### src/rtl/fsm_papsel_pkg.sv
// Shared types and result codes for the frame checker fsm_papsel_gen.
package fsm_papsel_pkg;

    typedef enum logic [1:0] {
        IDLE   = 2'd0,
        RUN    = 2'd1,
        REPORT = 2'd2
    } state_t;

    localparam logic [2:0] CHK_OK    = 3'd0;
    localparam logic [2:0] CHK_SHORT = 3'd1;
    localparam logic [2:0] CHK_LONG  = 3'd2;
    localparam logic [2:0] CHK_SOF   = 3'd3;
    localparam logic [2:0] CHK_CKSUM = 3'd4;

endpackage

### src/rtl/papsel_frm_cnt.sv
// Frame-length (saturating at MAX_LEN+1) and inter-symbol gap counter pair.
module papsel_frm_cnt #(
    parameter int MAX_LEN = 8,
    parameter int GAP     = 2,
    parameter int LW      = $clog2(MAX_LEN + 2),
    parameter int GW      = $clog2(GAP + 1)
) (
    input  logic          clk,
    input  logic          rstn,
    input  logic          i_clr,
    input  logic          i_start,
    input  logic          i_inc,
    input  logic          i_gap,
    output logic [LW-1:0] o_len,
    output logic          o_gap_last
);

    localparam logic [LW-1:0] LEN_SAT  = LW'(MAX_LEN + 1);
    localparam logic [GW-1:0] GAP_LAST = GW'(GAP - 1);

    logic [LW-1:0] r_len;
    logic [GW-1:0] r_gap;

    always_ff @(posedge clk or negedge rstn) begin
        if (!rstn) begin
            r_len <= '0;
            r_gap <= '0;
        end else if (i_clr) begin
            r_len <= '0;
            r_gap <= '0;
        end else if (i_start) begin
            r_len <= LW'(1);
            r_gap <= '0;
        end else if (i_inc) begin
            if (r_len != LEN_SAT)
                r_len <= r_len + LW'(1);
            r_gap <= '0;
        end else if (i_gap) begin
            r_gap <= r_gap + GW'(1);
        end
    end

    assign o_len      = r_len;
    assign o_gap_last = (r_gap == GAP_LAST);

endmodule

### src/rtl/fsm_papsel_gen.sv
// Frame delimiter/checker: frames close after GAP idle cycles and are reported once.
// Optional XOR checksum check is enabled by defining PAPSEL_CKSUM_EN.
module fsm_papsel_gen
    import fsm_papsel_pkg::*;
#(
    parameter int SYM_W   = 3,
    parameter int MIN_LEN = 2,
    parameter int MAX_LEN = 8,
    parameter int GAP     = 2,
    parameter int SOF_SYM = 1,
    parameter int LW      = $clog2(MAX_LEN + 2)
) (
    input  logic             clk,
    input  logic             rstn,
    input  logic [SYM_W-1:0] m_in,
    input  logic             m_in_vld,
    output logic             qout,
    output logic [2:0]       check,
    output logic [LW-1:0]    frm_len
);

    localparam logic [SYM_W-1:0] SOF_V = SYM_W'(SOF_SYM);
    localparam logic [LW-1:0]    MIN_V = LW'(MIN_LEN);
    localparam logic [LW-1:0]    MAX_V = LW'(MAX_LEN);

    state_t           r_state, w_nxt;
    logic             w_clr, w_start, w_inc, w_gap, w_rpt;
    logic [LW-1:0]    w_len;
    logic             w_gap_last;
    logic [2:0]       w_code;
    logic [SYM_W-1:0] r_first;
    logic             r_qout;
    logic [2:0]       r_check;
    logic [LW-1:0]    r_len;

    papsel_frm_cnt #(
        .MAX_LEN (MAX_LEN),
        .GAP     (GAP),
        .LW      (LW)
    ) u_cnt (
        .clk        (clk),
        .rstn       (rstn),
        .i_clr      (w_clr),
        .i_start    (w_start),
        .i_inc      (w_inc),
        .i_gap      (w_gap),
        .o_len      (w_len),
        .o_gap_last (w_gap_last)
    );

    always_ff @(posedge clk or negedge rstn) begin
        if (!rstn) r_state <= IDLE;
        else       r_state <= w_nxt;
    end

    always_comb begin
        w_nxt   = r_state;
        w_clr   = 1'b0;
        w_start = 1'b0;
        w_inc   = 1'b0;
        w_gap   = 1'b0;
        w_rpt   = 1'b0;
        case (r_state)
            IDLE: begin
                if (m_in_vld) begin
                    w_nxt   = RUN;
                    w_start = 1'b1;
                end
            end
            RUN: begin
                if (m_in_vld) begin
                    w_inc = 1'b1;
                end else if (w_gap_last) begin
                    w_nxt = REPORT;
                    w_rpt = 1'b1;
                end else begin
                    w_gap = 1'b1;
                end
            end
            REPORT: begin
                // A symbol arriving while reporting opens the next frame directly.
                if (m_in_vld) begin
                    w_nxt   = RUN;
                    w_start = 1'b1;
                end else begin
                    w_nxt = IDLE;
                    w_clr = 1'b1;
                end
            end
            default: begin
                w_nxt = IDLE;
                w_clr = 1'b1;
            end
        endcase
    end

    always_ff @(posedge clk or negedge rstn) begin
        if (!rstn)        r_first <= '0;
        else if (w_start) r_first <= m_in;
    end

`ifdef PAPSEL_CKSUM_EN
    logic [SYM_W-1:0] r_cksum;

    always_ff @(posedge clk or negedge rstn) begin
        if (!rstn)        r_cksum <= '0;
        else if (w_start) r_cksum <= m_in;
        else if (w_inc)   r_cksum <= r_cksum ^ m_in;
    end
`endif

    always_comb begin
        w_code = CHK_OK;
        if (r_first != SOF_V)  w_code = CHK_SOF;
        else if (w_len < MIN_V) w_code = CHK_SHORT;
        else if (w_len > MAX_V) w_code = CHK_LONG;
`ifdef PAPSEL_CKSUM_EN
        else if (r_cksum != '0) w_code = CHK_CKSUM;
`endif
    end

    // Report outputs are registered so they are zero outside the REPORT cycle.
    always_ff @(posedge clk or negedge rstn) begin
        if (!rstn) begin
            r_qout  <= 1'b0;
            r_check <= CHK_OK;
            r_len   <= '0;
        end else begin
            r_qout  <= w_rpt;
            r_check <= w_rpt ? w_code : CHK_OK;
            r_len   <= w_rpt ? w_len  : '0;
        end
    end

    assign qout    = r_qout;
    assign check   = r_check;
    assign frm_len = r_len;

endmodule
### config.mk
export PLATFORM = sky130hd
export DESIGN_NAME = fsm_papsel_gen
export DESIGN_NICKNAME = d
export VERILOG_FILES = /design/src/rtl/fsm_papsel_pkg.sv /design/src/rtl/papsel_frm_cnt.sv /design/src/rtl/fsm_papsel_gen.sv
export SDC_FILE = /design/constraint.sdc
export NUM_CORES = 1
export LEC_CHECK = 0
export CORE_AREA = 5 5 48 50
export DETAILED_ROUTE_END_ITERATION = 7
export DIE_AREA = 0 0 53 55
export DONT_BUFFER_PORTS = 1
export GPL_TIMING_DRIVEN = 0
export PLACE_DENSITY = 0.61
export SLEW_MARGIN = 10
export SYNTH_ARGS = -nofsm -noshare
export SYNTH_HDL_FRONTEND = slang
export SYNTH_SLANG_ARGS = --single-unit
### constraint.sdc
create_clock -name clk -period 3.5 [get_ports clk]
set_input_delay 0.7 -clock clk [delete_from_list [all_inputs] [get_ports clk]]
set_output_delay 0.7 -clock clk [all_outputs]
set_load 0.1 [all_outputs]
-- After elaboration in Yosys (flattened, before gate mapping)
Cells that the tools add are included.
- register bits after elaboration: 19
- logic and storage cells: 56
- output and inout port bits: 8
- bits of input ports: 6
- $add $sub $neg: 2
- order comparisons: 2
- multiplexer cells: 29
- reductions and logical operators: 8
- eq/ne operators: 8
- operator list (operator ; count):
    $mux 4 ; 5
    $mux 2 ; 8
    $mux 1 ; 11
    $mux 3 ; 3
    $pmux 2 s3 ; 1
    $reduce_bool 3->1 ; 2
    $add 4x1->4 const B ; 1
    $eq 2x1->1 const B ; 2
    $gt 4x4->1 const B ; 1
    $lt 4x2->1 const B ; 1
    $ne 2x2->1 const B ; 2
    $ne 4x4->1 const B ; 1
    $reduce_bool 4->1 ; 1
    $reduce_or 2->1 ; 2
    $ne 3x1->1 const B ; 1
    $reduce_and 3->1 ; 1
    $add 2x1->2 const B ; 1
    $eq 2x2->1 const B ; 1
    $logic_not 2->1 ; 1
    $ne 2x1->1 const B ; 1
    $pmux 1 s2 ; 1
    $reduce_and 2->1 ; 1

-- Depth between registers and ports, before layout
Gate-level depths: netlist of the first run.
- depth after elaboration: 8
- gate-level depth with buffers: 5
- depth with buffers taken out: 5

-- By module
Synthesis of the first run repeated with hierarchy kept, for this count alone.
- cell total of the unflattened synthesis: 67
- area total of the unflattened synthesis: 814.5 µm²
- by module, submodules not included (module ; times used ; cells each ; area each (µm²) ; sequential area each (µm²)):
    fsm_papsel_gen ; 1 ; 35 ; 488.0 ; 300.3
    papsel_frm_cnt ; 1 ; 32 ; 326.6 ; 150.1

-- Least setup slack after synthesis of the first run
OpenSTA, ideal clock, no wires.
- path type: reg2out
- start point: register r_check[0] (netlist: check[0])
- end point: output port check[0]
- path slack: 1.917 ns
- data arrival time: 0.883 ns
- path buffers: 0
- cell stages (with the launch flop): 1
- required time: 2.800 ns
- path through: dfrtp_1
- RTL lines (item ; line ; text):
    start, declared ; fsm_papsel_gen.sv:33 ; logic [2:0] r_check;
    start signal, assigned ; fsm_papsel_gen.sv:130 ; r_check <= w_rpt ? w_code : CHK_OK;
    end, declared ; fsm_papsel_gen.sv:18 ; output logic [2:0] check,
No word-level cell between the ends.

-- Worst setup path after layout of the first run
- start point: register r_len[1] (netlist: frm_len[1])
- end point: output port frm_len[1]
- RTL lines (item ; line ; text):
    start, declared ; fsm_papsel_gen.sv:34 ; logic [LW-1:0] r_len;
    start signal, assigned ; fsm_papsel_gen.sv:131 ; r_len <= w_rpt ? w_len : '0;
    end, declared ; fsm_papsel_gen.sv:19 ; output logic [LW-1:0] frm_len
No word-level cell between the ends.

==> out/qor.yml, run 1 <==
postCtsHoldBufs: 0
io_buffers: 0
yosys.area.top_type: "dfrtp_1"
cts.sinks: 18
outcome: "finished, final reports clean"
die-area_um2: 2920
hold_path.class: "in2async"
critPathCaptureType: "output port"
worst_slew_pin_slew_ns: 0.871
nNetsFinal: 84
grt_pass1_wl_um: 2330
cp.required_ns: 2.80
yosysMostFrequentCell: "dfrtp_1"
grt_max_degree: 19
cap_violations: 0
synth_top_area_share_pct: 57.1
ir_drop_mv: 0.393
finalCritPeriodShare_pct: 54.7
cts_tree: "yes"
drc: 0
startpoint_type: "register"
wl_um: 1300
placeableCoreArea_um2: 1860
placed_area_um2: 823
fp-row-count: 16
syn_nets: 79
hold_viol: 0
synth_edf_count: 0
drtIter0Drc: 0
synth_area_leaders: "dfrtp_1 (57%), mux2_2 (5.7%), ha_1 (4.8%)"
post-route-cell-area_um2: 860
via_count: 514
die_w_um: 53
worstPathArrival_ns: 1.21
n_antenna_cell: 0
skew_ns: 0.00605
p_leak_nw: 0.408
gp_congestion: 0.696
maxSlewViolCount: 0
slew_headroom_pct: 41.9
criticalPathCategory: "reg2out"
grt_pass1_vias: 525
async_flop_share_pct: 100
wl_per_cell_um: 12.8
cts_buffer_depth: 2
die_h_um: 55
vias_per_cell: 5.09
ctsResizeCount: 0
rsz0062_at_grt: "no"
synthToLayoutAreaGrowth_pct: 8.87
cp_max_fo: 1
first_pass_iters: 1
seq_area_frac_synth_pct: 57.1
path_clk_slew_ns: 0.10
htreeDepth: 1
overflow: 0
post_cts_buffers: 0
setup_tns_ns: 0
yosysUniqueCellTypes: 26
antenna_found_initial: 0
cts_buffers: 3
synth_seq_cells: 18
yosys_warnings: 0
ys_top_cells_by_count: "dfrtp_1 (18), inv_1 (6), a21oi_1 (5), mux2_2 (4), nor2_1 (4)"
timing.fmax_mhz: 522
syn_avg_cell_area_um2: 11.3
synth_area_um2: 790
grt_use_total_pct: 11.4
fin_crit_ns: 1.91
initial_core_util_pct: 42.4
pin_count: 14
root_buffer: "clkbuf_4"
synth_cells: 70
dp_hpwl_um: 909
drive_above_1_share_pct: 14.9
setup_viol: 0
p_per_area_nw_per_um2: 886
ys.flop_type: "dfrtp_1"
antenna_left: 0
clock_latency_ns: 0.29
fillers: 186
[worst paths after layout]
path	start	to	slack, ns	depth (start not counted)
max	frm_len[1]	frm_len[1]	1.59	0
min reg2reg	r_first[1]	r_first[1]	0.52	1
min	rstn	u_cnt.o_len[2]	0.08	0
max reg2reg	u_cnt.o_len[1]	u_cnt.o_len[0]	1.82	5
max in group asynchronous	rstn	u_cnt.o_len[3]	3.34	0
min in group clk	m_in_vld	u_cnt.r_gap[1]	0.46	1
[state kept, by name, summed over array words and instances, names as in the netlist]
| signal | flops |
|---|---|
| qout | 1 |
| u_cnt.r_gap | 2 |
| r_state | 2 |
| frm_len | 4 |
| u_cnt.o_len | 4 |
| r_first | 3 |
| check | 2 |
[cell type report]
cell class	instances	area, µm²	share of cell area (%)
multi-input combinational	44	305	35.5
tap	27	33.8	3.93
clock buffer	4	36.3	4.22
buffer	2	11.3	1.31
inverter	6	22.5	2.62
sequential	18	450	52.4
[routing by layer]
metal,GRT usage (%),wire length [µm],vias up
met5,0,0,-
met2,18.6,626,13
met3,5.90,81,2
met4,3.83,13,0
li1,-,-,247
met1,12.8,573,252
[placed cells by master, fill, tap and decap left out, types with 3 or more instances in the layout]
master    netlist  final
a21oi_1         5      5
mux2_2          4      4
inv_1           6      6
clkbuf_4        0      3
dfrtp_1        18     18
ha_1            3      3
nor2_1          4      4
nand3_1         3      3
[through the flow]
step | cells | hold slack (ns) | util [%] | worst slack [ns] | total power, W
floorplan | 70 | 0.404 | - | 1.92 | 0.000594
global placement | 97 | 0.405 | 44.2 | 1.86 | 0.000632
detailed placement | 97 | 0.405 | 44.2 | 1.85 | 0.000643
CTS | 101 | 0.0705 | 46.2 | 1.56 | 0.000770
global route | 101 | 0.0461 | 46.2 | 1.54 | 0.000823
finish | 101 | 0.0848 | 46.2 | 1.59 | 0.000762
[power by group]
part / internal [W] / switching (W)
Clock: 0.0000634 / 0.0000621
Sequential: 0.000273 / 0.000165
Combinational: 0.000105 / 0.0000933
Total: 0.000442 / 0.000320
[cells by family after synthesis]
| logic type | Yosys count | share of synthesized area [%] |
|---|---|---|
| xor+xnor | 1 | 1.11 |
| flops | 18 | 57.1 |
| buf+inv | 8 | 4.28 |
| fa+ha+maj | 3 | 4.75 |
| simple gates | 25 | 18.7 |
| mux | 4 | 5.70 |
| compound gates | 10 | 7.92 |
| other cells | 1 | 0.475 |
Power figures use the tool's default switching activity.
==> run 2, diff against run 1 <==
clock period = 1.82 ns   (was 3.5 ns; I/O delays follow)
==> run 2 against run 1 <==
Against the previous run: largest cell class unchanged; via count increased by 0.39%; routed wire length increased by 2.3%; die area is the same; critical path depth rose by 5; non-clock buffer count rose by 1; register-to-register slack worse by 1.7 ns; setup slack worse by 1.4 ns; final cell count up 0.99%; clock power rose by 93%; combinational power is 97% higher; sequential share of layout area is 0.60 points lower; clock-buffer cell count stayed put.
==> out/qor.yml, run 2 (synthesis gave the netlist of run 1 again) <==
crit_family: "simple AND/OR/NAND/NOR gates"
initial_core_util_pct: 42.4  # unchanged
drc: 0  # unchanged
crit_slowest_cell: "or4_1"
wl_um: 1330  # was 1300 µm
ir_drop_mv: 0.756  # was 0.393 mV
cts_buffers: 3  # unchanged
cap_violations: 0  # unchanged
power_w: 0.00147  # was 0.000762 W
reg2reg_from: "u_cnt.o_len[1]"  # unchanged
post_cts_buffers: 0  # unchanged
critPathCaptureType: "register"  # was output port
grt_max_degree: 19  # unchanged
p_seq_share_pct: 57.2  # was 57.5%
overflow: 0  # unchanged
pin_count: 14  # unchanged
die_h_um: 55  # unchanged
n_antenna_cell: 0  # unchanged
root_buffer: "clkbuf_4"  # unchanged
crit_start: "u_cnt.o_len[1]"  # was frm_len[1]
io_buffers: 0  # unchanged
cp_cell_sequence: "inv_1, ha_1, and3b_1, and3b_1, or4_1"
antenna_found_initial: 0  # unchanged
hold_path.class: "in2reg"  # was in2async
finalCritPeriodShare_pct: 92.5
rsz0062_at_grt: "no"  # unchanged
critical_path.endpoint: "u_cnt.o_len[0]"  # was frm_len[1]
antenna_left: 0  # unchanged
cp.required_ns: 2.00  # was 2.80 ns
startpoint_type: "register"  # unchanged
outcome: "finished, final reports clean"  # unchanged
fp-row-count: 16  # unchanged
path_depth: 5  # was 0
grt_use_total_pct: 11.6  # was 11.4%
rrSetupSlack_ns: 0.14  # was 1.82 ns
gp_congestion: 0.696  # unchanged
cts_buffer_depth: 2  # unchanged
grt_pass1_wl_um: 2360  # was 2330 µm
cp_max_fo: 5  # was 1
combPwrFrac_pct: 26.5  # was 26.0%
placeableCoreArea_um2: 1860  # unchanged
ctsResizeCount: 0  # unchanged
p_per_area_nw_per_um2: 1700  # was 886 nW/µm²
synthToLayoutAreaGrowth_pct: 10.1  # was 8.87%
p_int_w: 0.000851  # was 0.000442 W
drtIter0Drc: 0  # unchanged
most-common-layout-cells: "dfrtp_1 (18), inv_1 (6), a21oi_1 (5), nor2_1 (4), mux2_2 (4)"  # unchanged
p_switching_w: 0.000624  # was 0.000320 W
critPathMaxStageDelay_ns: 0.45
criticalPathCategory: "reg2reg"  # was reg2out
vias_per_cell: 5.06  # was 5.09
clock_latency_ns: 0.29  # about the same
fillers: 185  # was 186
first_pass_iters: 1  # unchanged
die_w_um: 53  # unchanged
multi_input_area_um2: 305  # unchanged
timing.fmax_mhz: 594
path_clk_slew_ns: 0.10  # about the same
postCtsHoldBufs: 1  # was 0
skew_ns: 0.00544  # was 0.00605 ns
htreeDepth: 1  # unchanged
fin_crit_ns: 1.68
swShare_pct: 42.3  # was 42.0%
path_common_cell: "and3b_1"
p_leak_nw: 0.412  # was 0.408 nW
drive_above_1_share_pct: 14.7  # was 14.9%
worst_slew_pin_slew_ns: 0.875  # was 0.871 ns
rr_worst_depth: 5  # unchanged
die-area_um2: 2920  # unchanged
cts.sinks: 18  # unchanged
setup_tns_ns: 0  # unchanged
cts_tree: "yes"  # unchanged
hold_viol: 0  # unchanged
path_buf_inv: 1
regArea_um2: 450  # unchanged
wl_per_cell_um: 13.0  # was 12.8 µm
maxSlewViolCount: 0  # unchanged
worstPathArrival_ns: 1.86  # was 1.21 ns
grt_pass1_vias: 526  # was 525
final_common_cell: "dfrtp_1"  # unchanged
nNetsFinal: 85  # was 84
slew_headroom_pct: 41.7  # was 41.9%
clock_power_share_pct: 16.4  # was 16.5%
timing.rr.end: "u_cnt.o_len[0]"  # unchanged
via_count: 516  # was 514
dp_hpwl_um: 909  # unchanged
setup_viol: 0  # unchanged
-- run 2: power by group through the flow --
stage	logic, W	clock network [W]	registers, W
final	0.000390	0.000241	0.000843
after global routing	0.000454	0.000275	0.000865
after CTS	0.000394	0.000253	0.000842
after detailed placement	0.000384	0	0.000851
after global placement	0.000369	0	0.000845
after floorplan	0.000328	0	0.000815
-- run 2: worst register-to-register path: stages, from the launching register on --
cell and delay [ns]:
dfrtp_1 0.43, inv_1 0.10, ha_1 0.21, and3b_1 0.21, and3b_1 0.16, or4_1 0.45
-- run 2: layer usage --
metal  vias to the layer above  global-route usage, %  part of all wire, %
met5                         -                      0                    0
met2                        13                   19.0                   47
met4                         0                   3.83                 0.98
met1                       253                   13.1                   46
met3                         2                   5.90                  5.7
li1                        248                      -                    -
-- run 2: final cells by class --
cell class,count,share of cell area (%)
buffer,2,1.29
clock buffer,4,4.17
inverter,6,2.59
multi-input combinational,44,35.1
sequential,18,51.8
tap,27,3.88
timing repair buffer,1,1.15
-- run 2: how the worst min path moves through the flow --
stage                         from        endpoint  slack (ns)  depth (start not counted)
after detailed placement      rstn      frm_len[1]        0.07                          0
after floorplan               rstn        check[0]        0.07                          0
final                     m_in_vld  u_cnt.r_gap[1]        0.12                          1
after global routing      m_in_vld  u_cnt.r_gap[1]        0.09                          1
after global placement        rstn      r_first[0]        0.07                          0
after CTS                 m_in_vld  u_cnt.r_gap[1]        0.11                          1
-- run 2: through the flow --
step                      util [%]  worst slack [ns]  cells  instance area, µm²  hold WS, ns
after floorplan                  -             0.262     70                 790       0.0684
after global placement        44.2             0.184     97                 823       0.0689
after detailed placement      44.2             0.172     97                 823       0.0689
after CTS                     46.7             0.156    102                 870        0.108
after global routing          46.7            0.0652    102                 870       0.0943
final                         46.7             0.137    102                 870        0.123
==> run 3, diff against run 2 <==
REMOVE_ABC_BUFFERS = 1   (was default)
SETUP_SLACK_MARGIN = 0.3   (was default)
==> run 3 against run 2 <==
Against the previous run: total power is 7.2% higher; global-route usage decreased by 0.52 points; die area stayed put; maximum frequency rose by 12%; sequential share of layout area down 1.9 points; register-to-register slack gained 0.19 ns; clock-buffer cell count stayed put; combinational power up 26%; largest cell class unchanged.
==> out/qor.yml, run 3 (synthesis gave the netlist of run 1 again) <==
drtIter0Drc: 3  # was 0
synthToLayoutAreaGrowth_pct: 16.8  # was 10.1%
finalCritPeriodShare_pct: 82.2  # was 92.5%
cp.required_ns: 2.00  # about the same
crit_slowest_cell: "dfrtp_2"  # was or4_1
final_cells: 105  # was 102
initial_core_util_pct: 42.4  # unchanged
critPathMaxStageDelay_ns: 0.44  # was 0.45 ns
startpoint_type: "register"  # unchanged
die-area_um2: 2920  # unchanged
cp_max_fo: 4  # was 5
n_antenna_cell: 0  # unchanged
crit_family: "simple AND/OR/NAND/NOR gates"  # unchanged
grt.busiest_layer: "met2"  # unchanged
first_pass_iters: 4  # was 1
gp_congestion: 0.674  # was 0.696
setup_tns_ns: 0  # unchanged
path_depth: 4  # was 5
whs_ns: 0.119  # was 0.123 ns
die_w_um: 53  # unchanged
criticalPathCategory: "reg2reg"  # unchanged
cts.sinks: 18  # unchanged
hold_viol: 0  # unchanged
nNetsFinal: 88  # was 85
setup_slack_ns: 0.323  # was 0.137 ns
skew_ns: 0.00629  # was 0.00544 ns
p_leak_nw: 0.419  # was 0.412 nW
critical_path.endpoint: "u_cnt.o_len[0]"  # unchanged
met3_usage_pct: 5.90  # unchanged
fin_crit_ns: 1.50  # was 1.68 ns
timing.fmax_mhz: 668  # was 594 MHz
ir_drop_mv: 1.04  # was 0.756 mV
grtUsageMet1_pct: 13.3  # was 13.1%
dp_cells: 95  # was 97
timing.rr.end: "u_cnt.o_len[0]"  # unchanged
critPathCaptureType: "register"  # unchanged
final_common_cell: "dfrtp_1"  # unchanged
htreeDepth: 1  # unchanged
placeableCoreArea_um2: 1860  # unchanged
die_h_um: 55  # unchanged
grt_pass1_vias: 504  # was 526
hold_path.class: "in2reg"  # unchanged
reg2reg_from: "u_cnt.o_len[0]"  # was u_cnt.o_len[1]
fp-row-count: 16  # unchanged
use_met2_pct: 16.9  # was 19.0%
maxSlewViolCount: 0  # unchanged
io_buffers: 0  # unchanged
power_w: 0.00158  # was 0.00147 W
overflow: 0  # unchanged
most-common-layout-cells: "dfrtp_1 (10), dfrtp_2 (8), inv_1 (5), a21oi_1 (5), buf_4 (5)"  # was dfrtp_1 (18), inv_1 (6), a21oi_1 (5), nor2_1 (4), mux2_2 (4)
root_buffer: "clkbuf_4"  # unchanged
multi_input_area_um2: 322  # was 305 µm²
wl_per_cell_um: 12.6  # was 13.0 µm
crit_start: "u_cnt.o_len[0]"  # was u_cnt.o_len[1]
grt_max_degree: 19  # unchanged
drive_above_1_share_pct: 34.6  # was 14.7%
rrSetupSlack_ns: 0.32  # was 0.14 ns
outcome: "finished, final reports clean"  # unchanged
rsz0062_at_grt: "yes"  # was no
dp_worst_setup_slack_ns: 0.159  # was 0.172 ns
setup_viol: 0  # unchanged
cp_cell_sequence: "ha_4, and3b_2, and3b_1, or4_1"  # was inv_1, ha_1, and3b_1, and3b_1, or4_1
rr_worst_depth: 4  # was 5
slew_headroom_pct: 47.8  # was 41.7%
grt_use_total_pct: 11.1  # was 11.6%
worst_slew_pin_slew_ns: 0.780  # was 0.875 ns
via_count: 536  # was 516
drc: 0  # unchanged
wl_um: 1320  # was 1330 µm
fillers: 174  # was 185
cts_buffers: 3  # unchanged
path_clk_slew_ns: 0.10  # about the same
antenna_found_initial: 0  # unchanged
cts_buffer_depth: 2  # unchanged
p_per_area_nw_per_um2: 1710  # was 1700 nW/µm²
clock_latency_ns: 0.30  # was 0.29 ns
antenna_left: 0  # unchanged
path_buf_inv: 0  # was 1
vias_per_cell: 5.10  # was 5.06
grt_pass1_wl_um: 2240  # was 2360 µm
cts_tree: "yes"  # unchanged
worstPathArrival_ns: 1.68  # was 1.86 ns
pin_count: 14  # unchanged
cap_violations: 0  # unchanged
regArea_um2: 460  # was 450 µm²
dp_hpwl_um: 880  # was 909 µm
==> run 3: worst min path at each step <==
stage | start | endpoint | slack [ns] | cells after the start
after floorplan | rstn | check[0] | 0.07 | 0
after global placement | rstn | check[1] | 0.07 | 0
after detailed placement | rstn | check[1] | 0.07 | 0
after CTS | m_in_vld | u_cnt.r_gap[1] | 0.11 | 1
after global routing | m_in_vld | u_cnt.r_gap[0] | 0.1 | 1
final | m_in_vld | u_cnt.r_gap[1] | 0.12 | 1
==> run 3: worst register-to-register path: stages (launching register included) <==
cell     delay (ns)
dfrtp_2        0.44
ha_4           0.17
and3b_2        0.23
and3b_1        0.16
or4_1          0.38
==> run 3: layout make-up <==
cell class / instances / area share [%]
well taps: 27 / 3.66
multi-input cells: 44 / 34.9
flip-flops and latches: 18 / 49.9
clock buffers: 4 / 3.93
repair buffers: 6 / 5.16
inverters: 6 / 2.44
==> run 3: repair_timing <==
| action | 4_1_cts | 5_1_grt |
|---|---|---|
| endpoints found under the setup margin | 9 | 3 |
| endpoints found under the hold margin | 18 | 0 |
| hold buffers | 1 | 0 |
| buffers inserted | 2 | 3 |
| pin swaps | 0 | 1 |
| gates resized for setup | 10 | 3 |
==> run 3: layer usage <==
metal  part of all wire (%)  wire (µm)
met1                     46        608
met2                     45        595
met3                    7.0         92
met4                    1.9         25
met5                      0          0
==> run 3: report_power, final <==
group          leakage [nW]  internal [W]  switching, W
clock                0.0210      0.000122      0.000121
combinational         0.178      0.000274      0.000217
sequential            0.220      0.000534      0.000312
==> run 3: through the flow <==
| step | utilization, % | cell area [µm²] |
|---|---|---|
| floorplan | - | 778 |
| global placement | 43.6 | 812 |
| detailed placement | 43.6 | 812 |
| CTS | 47.6 | 887 |
| global route | 49.5 | 922 |
| finish | 49.5 | 922 |
